**config.mk**
```make
export PLATFORM = sky130hd
export DESIGN_NAME = prng_param_top
export DESIGN_NICKNAME = d
export VERILOG_FILES = /design/src/rtl/prng_param_top.sv
export SDC_FILE = /design/constraint.sdc
export NUM_CORES = 1
export LEC_CHECK = 0
export CORE_ASPECT_RATIO = 0.9
export CORE_MARGIN = 2
export CORE_UTILIZATION = 40
export CTS_BUF_LIST = sky130_fd_sc_hd__clkbuf_4 sky130_fd_sc_hd__clkbuf_8 sky130_fd_sc_hd__clkbuf_16
export CTS_CLUSTER_SIZE = 12
export DETAILED_ROUTE_END_ITERATION = 8
export MAX_ROUTING_LAYER = met4
export PLACE_DENSITY = 0.55
export SYNTH_ARGS = -nofsm -noshare
export SYNTH_HDL_FRONTEND = slang
export SYNTH_SLANG_ARGS = --single-unit
```
**constraint.sdc**
```tcl
create_clock -name clk -period 2.7 [get_ports clk]
set_input_delay 0.81 -clock clk [delete_from_list [all_inputs] [get_ports clk]]
set_output_delay 0.81 -clock clk [all_outputs]
set_load 0.005 [all_outputs]
```
**src/rtl/prng_param_top.sv**
```systemverilog
// Byte-serial Galois LFSR random number generator: WIDTH-bit state, STEPS
// steps per word, byte-serial seed load (MSB byte first), LSB-first output stream.
module prng_param_top #(
    parameter int               WIDTH        = 32,
    parameter logic [WIDTH-1:0] POLY         = 32'hA3000000,
    parameter int               STEPS        = 32,
    parameter logic [WIDTH-1:0] DEFAULT_SEED = 32'h02468ACD
) (
    input  logic       clk,
    input  logic       rstn,
    input  logic       load_seed,
    input  logic [7:0] data_in,
    input  logic       get_random,
    output logic [7:0] data_out,
    output logic       out_valid,
    output logic       busy
);

    localparam int BYTES = WIDTH / 8;
    localparam int CW    = $clog2(BYTES);
    localparam logic [CW-1:0] LAST = CW'(BYTES - 1);

    typedef enum logic [1:0] {
        IDLE = 2'd0,
        LOAD = 2'd1,
        OUT  = 2'd2
    } state_e;

    state_e           state_q;
    logic [WIDTH-1:0] lfsr_q;
    logic [WIDTH-1:0] shreg_q;
    logic [CW-1:0]    cnt_q;
    logic             out_valid_q;
    logic             busy_q;

    logic [WIDTH-1:0] adv_d;
    logic [WIDTH-1:0] seed_d;

    function automatic logic [WIDTH-1:0] advance(input logic [WIDTH-1:0] s);
        logic [WIDTH-1:0] v;
        v = s;
        for (int i = 0; i < STEPS; i++) begin
            v = v[0] ? ((v >> 1) ^ POLY) : (v >> 1);
        end
        return v;
    endfunction

    // shreg_q doubles as the seed shift register while loading.
    assign adv_d  = advance(lfsr_q);
    assign seed_d = {shreg_q[WIDTH-9:0], data_in};

    // Handshake: get_random is a request sampled only in IDLE or on the final
    // OUT byte; load_seed outranks it. Output bytes are not back-pressured:
    // a byte is valid for exactly the one cycle out_valid is high.
    always_ff @(posedge clk) begin
        if (!rstn) begin
            state_q     <= IDLE;
            lfsr_q      <= DEFAULT_SEED;
            shreg_q     <= '0;
            cnt_q       <= '0;
            out_valid_q <= 1'b0;
            busy_q      <= 1'b0;
        end else begin
            case (state_q)
                IDLE: begin
                    if (load_seed) begin
                        state_q <= LOAD;
                        cnt_q   <= '0;
                        busy_q  <= 1'b1;
                    end else if (get_random) begin
                        state_q     <= OUT;
                        lfsr_q      <= adv_d;
                        shreg_q     <= adv_d;
                        cnt_q       <= '0;
                        out_valid_q <= 1'b1;
                        busy_q      <= 1'b1;
                    end
                end
                LOAD: begin
                    shreg_q <= seed_d;
                    if (cnt_q == LAST) begin
                        // An all-zero seed would lock the LFSR, so substitute the default.
                        lfsr_q  <= (seed_d == '0) ? DEFAULT_SEED : seed_d;
                        cnt_q   <= '0;
                        busy_q  <= 1'b0;
                        state_q <= IDLE;
                    end else begin
                        cnt_q <= cnt_q + CW'(1);
                    end
                end
                OUT: begin
                    if (load_seed) begin
                        state_q     <= LOAD;
                        cnt_q       <= '0;
                        out_valid_q <= 1'b0;
                    end else if (cnt_q == LAST) begin
                        cnt_q <= '0;
                        if (get_random) begin
                            lfsr_q  <= adv_d;
                            shreg_q <= adv_d;
                        end else begin
                            state_q     <= IDLE;
                            out_valid_q <= 1'b0;
                            busy_q      <= 1'b0;
                        end
                    end else begin
                        shreg_q <= shreg_q >> 8;
                        cnt_q   <= cnt_q + CW'(1);
                    end
                end
                default: begin
                    state_q     <= IDLE;
                    out_valid_q <= 1'b0;
                    busy_q      <= 1'b0;
                end
            endcase
        end
    end

    assign data_out  = out_valid_q ? shreg_q[7:0] : 8'h00;
    assign out_valid = out_valid_q;
    assign busy      = busy_q;

endmodule

```
==> results.md <==
* Post-synthesis sequential area ratio at 29.7%
* Total grt overflow at 0
* Seq cells post-synth at 70
* DIE HEIGHT at between 100 and 150 µm
* RR Startpoint: state_q[0]
* Row cnt at 37
* Worst-margin pin slew at between 0.6 and 0.7 ns
* Hold Path Depth at 2
* Clk_skew at 0.00620 ns
* Yosys warns at 0
* Full die area at 12700 µm²
* Vias in the first global route at ~4000
* Post_cts resized at 0
* Synth Instances at 559
* N_diodes at 0
* Wire per inst at a little under 20 µm
* Post-synth design cell area at approximately 4700 µm²
* Layout area overhead at 13.5%
* Setup TNS at 0 ns
* CTS Hold Bufs at 0
* Most frequent cells in the layout: dfxtp_1, xnor2_1, nand2_1
* Power per Cell Area at around 1200 nW/µm²
* Clk buf depth at 2
* Clk sink count at 70
* Final Critical Period at 2.34 ns
* CTS Buf Count at 9
* First-pass GRT wire length at around 22 mm
* Startpoint Class: flop
* Root Driver: clkbuf_16
* Critical Path Source: state_q[0]
* CTS tree: built
* RD Place Congestion at 0.909
* Layout Nets at 570
* Vias per inst at ~5.8
* Core ar. at 11500 µm²
* CP endpoint kind: flop
* Chip Width at roughly 120 µm
* Worst hold-check path type: reg2reg
* CP max FO at 15
* Netlist cell types at 49
* Global-route usage over all layers at a little under a quarter
* 1st-iter DRT viols at 437
* Syn Nets at 575
* Final WL at about 14 mm
* Post-route DRC at 0
* Top Ports at 22
* Max-slew violations at 0
* Status: finished, final reports clean
* Setup Buffers After CTS at 0
* Clk_lat worst skew at around 0.34 ns
* Largest net degree at the start of global routing at 36
* Data arrival, critical path at 2.62 ns
* Fillers at between 1000 and 1500
* Final Hold Viols at 0
* Post-route ant nets at 0
* Hold_ws at approximately 0.46 ns
* Max Clock Freq at between 0.4 and 0.5 GHz
* RSZ-0062 raised after global routing: no
* Worst hold path startpoint: lfsr_q[31]
* Max-slew headroom at 54.9%
* Top_reg_cell synth: dfxtp_1
* Port Buffers at 21
* Mean Syn Cell Area at between 8 and 9 µm²
* MaxCap Viol Count at 0
* VDD IR-drop max at around 0.44 mV
* DR vias at between 4000 and 5000
* TritonRoute pass-1 iters at 5
* Reg2reg path depth at 7
* # setup viols final at 0
* Post-synthesis async set-or-reset flop share at 0%
* Layout cells sized above 1 at a little over a tenth
* Worst EP required at around 3 ns
* Commonest non-fill, non-tap cell in the layout: dfxtp_1
* Antenna violations before repair at 0
* Dpl hpwl at around 10 mm
* Post-synth EDFFs at 0
* Final period util at a little under 90%
* Tot Pwr at 0.00624 W
* Critical path class: reg2reg
* Initial Utilization at between 40% and 50%
* Leakage power at ~1.9 nW
* Worst-path clk slew at roughly 0.060 ns
* Htree depth at 3
kinds of logic after synthesis:
group | after synthesis | synth area share [%]
AO/OA/AOI/OAI | 163 | 23.9
XOR/XNOR | 91 | 20.2
adder cells (fa/ha/maj) | 4 | 1.06
buffers and inverters | 66 | 6.25
flip-flops | 70 | 29.7
multiplexers | 12 | 2.78
AND/OR/NAND/NOR | 153 | 16.1
worst paths after layout:
check / endpoint / slack (ns)
setup / recovery: shreg_q[5] / 0.36
hold / removal: lfsr_q[31] / 0.46
setup reg to reg: shreg_q[5] / 0.36
hold reg to reg: lfsr_q[31] / 0.46
flip-flops by register name, indices dropped and copies added (netlist names):
register	cells
state_q	2
busy	1
lfsr_q	32
out_valid	1
shreg_q	32
cnt_q	2
layer usage:
metal | routed length, µm | GRT usage [%]
met4 | 376 | 9.27
met1 | 6440 | 31.2
met5 | 0 | -
met2 | 6300 | 35.5
met3 | 989 | 4.36
final cells by class:
class,instances,area [µm²],share of cell area (%)
well taps,156,195,3.64
multi-input cells,423,3030,56.5
flip-flops and latches,70,1400,26.1
inverters,5,18.8,0.350
repair buffers,45,423,7.89
clock buffers,15,295,5.51
cells in the mapped netlist (2+ instances only):
library cell	n	area share [%]
nor2_1	20	1.6
a31oi_1	3	0.40
nand4_1	3	0.40
a22o_1	13	2.4
o221ai_1	4	0.74
xor2_1	18	3.3
nand2_1	51	4.1
ha_1	4	1.1
xnor2_4	3	1.7
a21boi_0	11	1.7
buf_1	3	0.24
mux2i_1	3	0.64
dfxtp_1	70	30
o21ai_1	7	0.74
nand3_1	14	1.5
o211ai_1	3	0.48
nor2b_1	31	4.1
xnor2_2	2	0.69
buf_6	2	0.48
and2_1	9	1.2
a222oi_1	5	1.1
a21oi_1	9	0.95
o22ai_1	9	1.2
inv_1	4	0.32
buf_4	5	0.79
o211a_1	2	0.42
a21boi_1	12	1.9
xnor2_1	62	11
o21ai_0	40	4.2
buf_2	11	1.2
a22oi_1	25	4.0
clkbuf_1	40	3.2
o31ai_1	3	0.48
nand2b_1	5	0.66
a2bb2oi_1	8	1.5
xnor3_1	2	0.95
nor4_1	8	1.1
mux2_2	9	2.1
xnor3_2	3	1.5
nor3_1	9	0.95
a221oi_1	6	1.1
where the power goes:
group	leakage, nW	total [W]	internal [W]	switching [W]
sequential	0.574	0.00182	0.00131	0.000504
combinational	1.20	0.00323	0.00162	0.00162
clock	0.149	0.00119	0.000739	0.000451
total	1.93	0.00624	0.00367	0.00257
critical path: stages, from the launching register on:
cell and delay (ns):
dfxtp_1 0.49, inv_1 0.12, ha_1 0.34, a21boi_1 0.18, o21ai_2 0.56, buf_4 0.34, a22oi_1 0.12, nor2b_1 0.13
per-stage QoR:
step	cell area, µm²	worst slack (ns)	utilization (%)	std cells
after floorplan	4720	0.589	-	559
after global routing	5360	0.113	46.7	714
after CTS	5360	0.355	46.7	714
after global placement	5060	0.0858	44.1	699
after detailed placement	5060	0.0540	44.1	699
final	5360	0.355	46.7	714
Note: power is estimated with default switching activity, not from simulation.
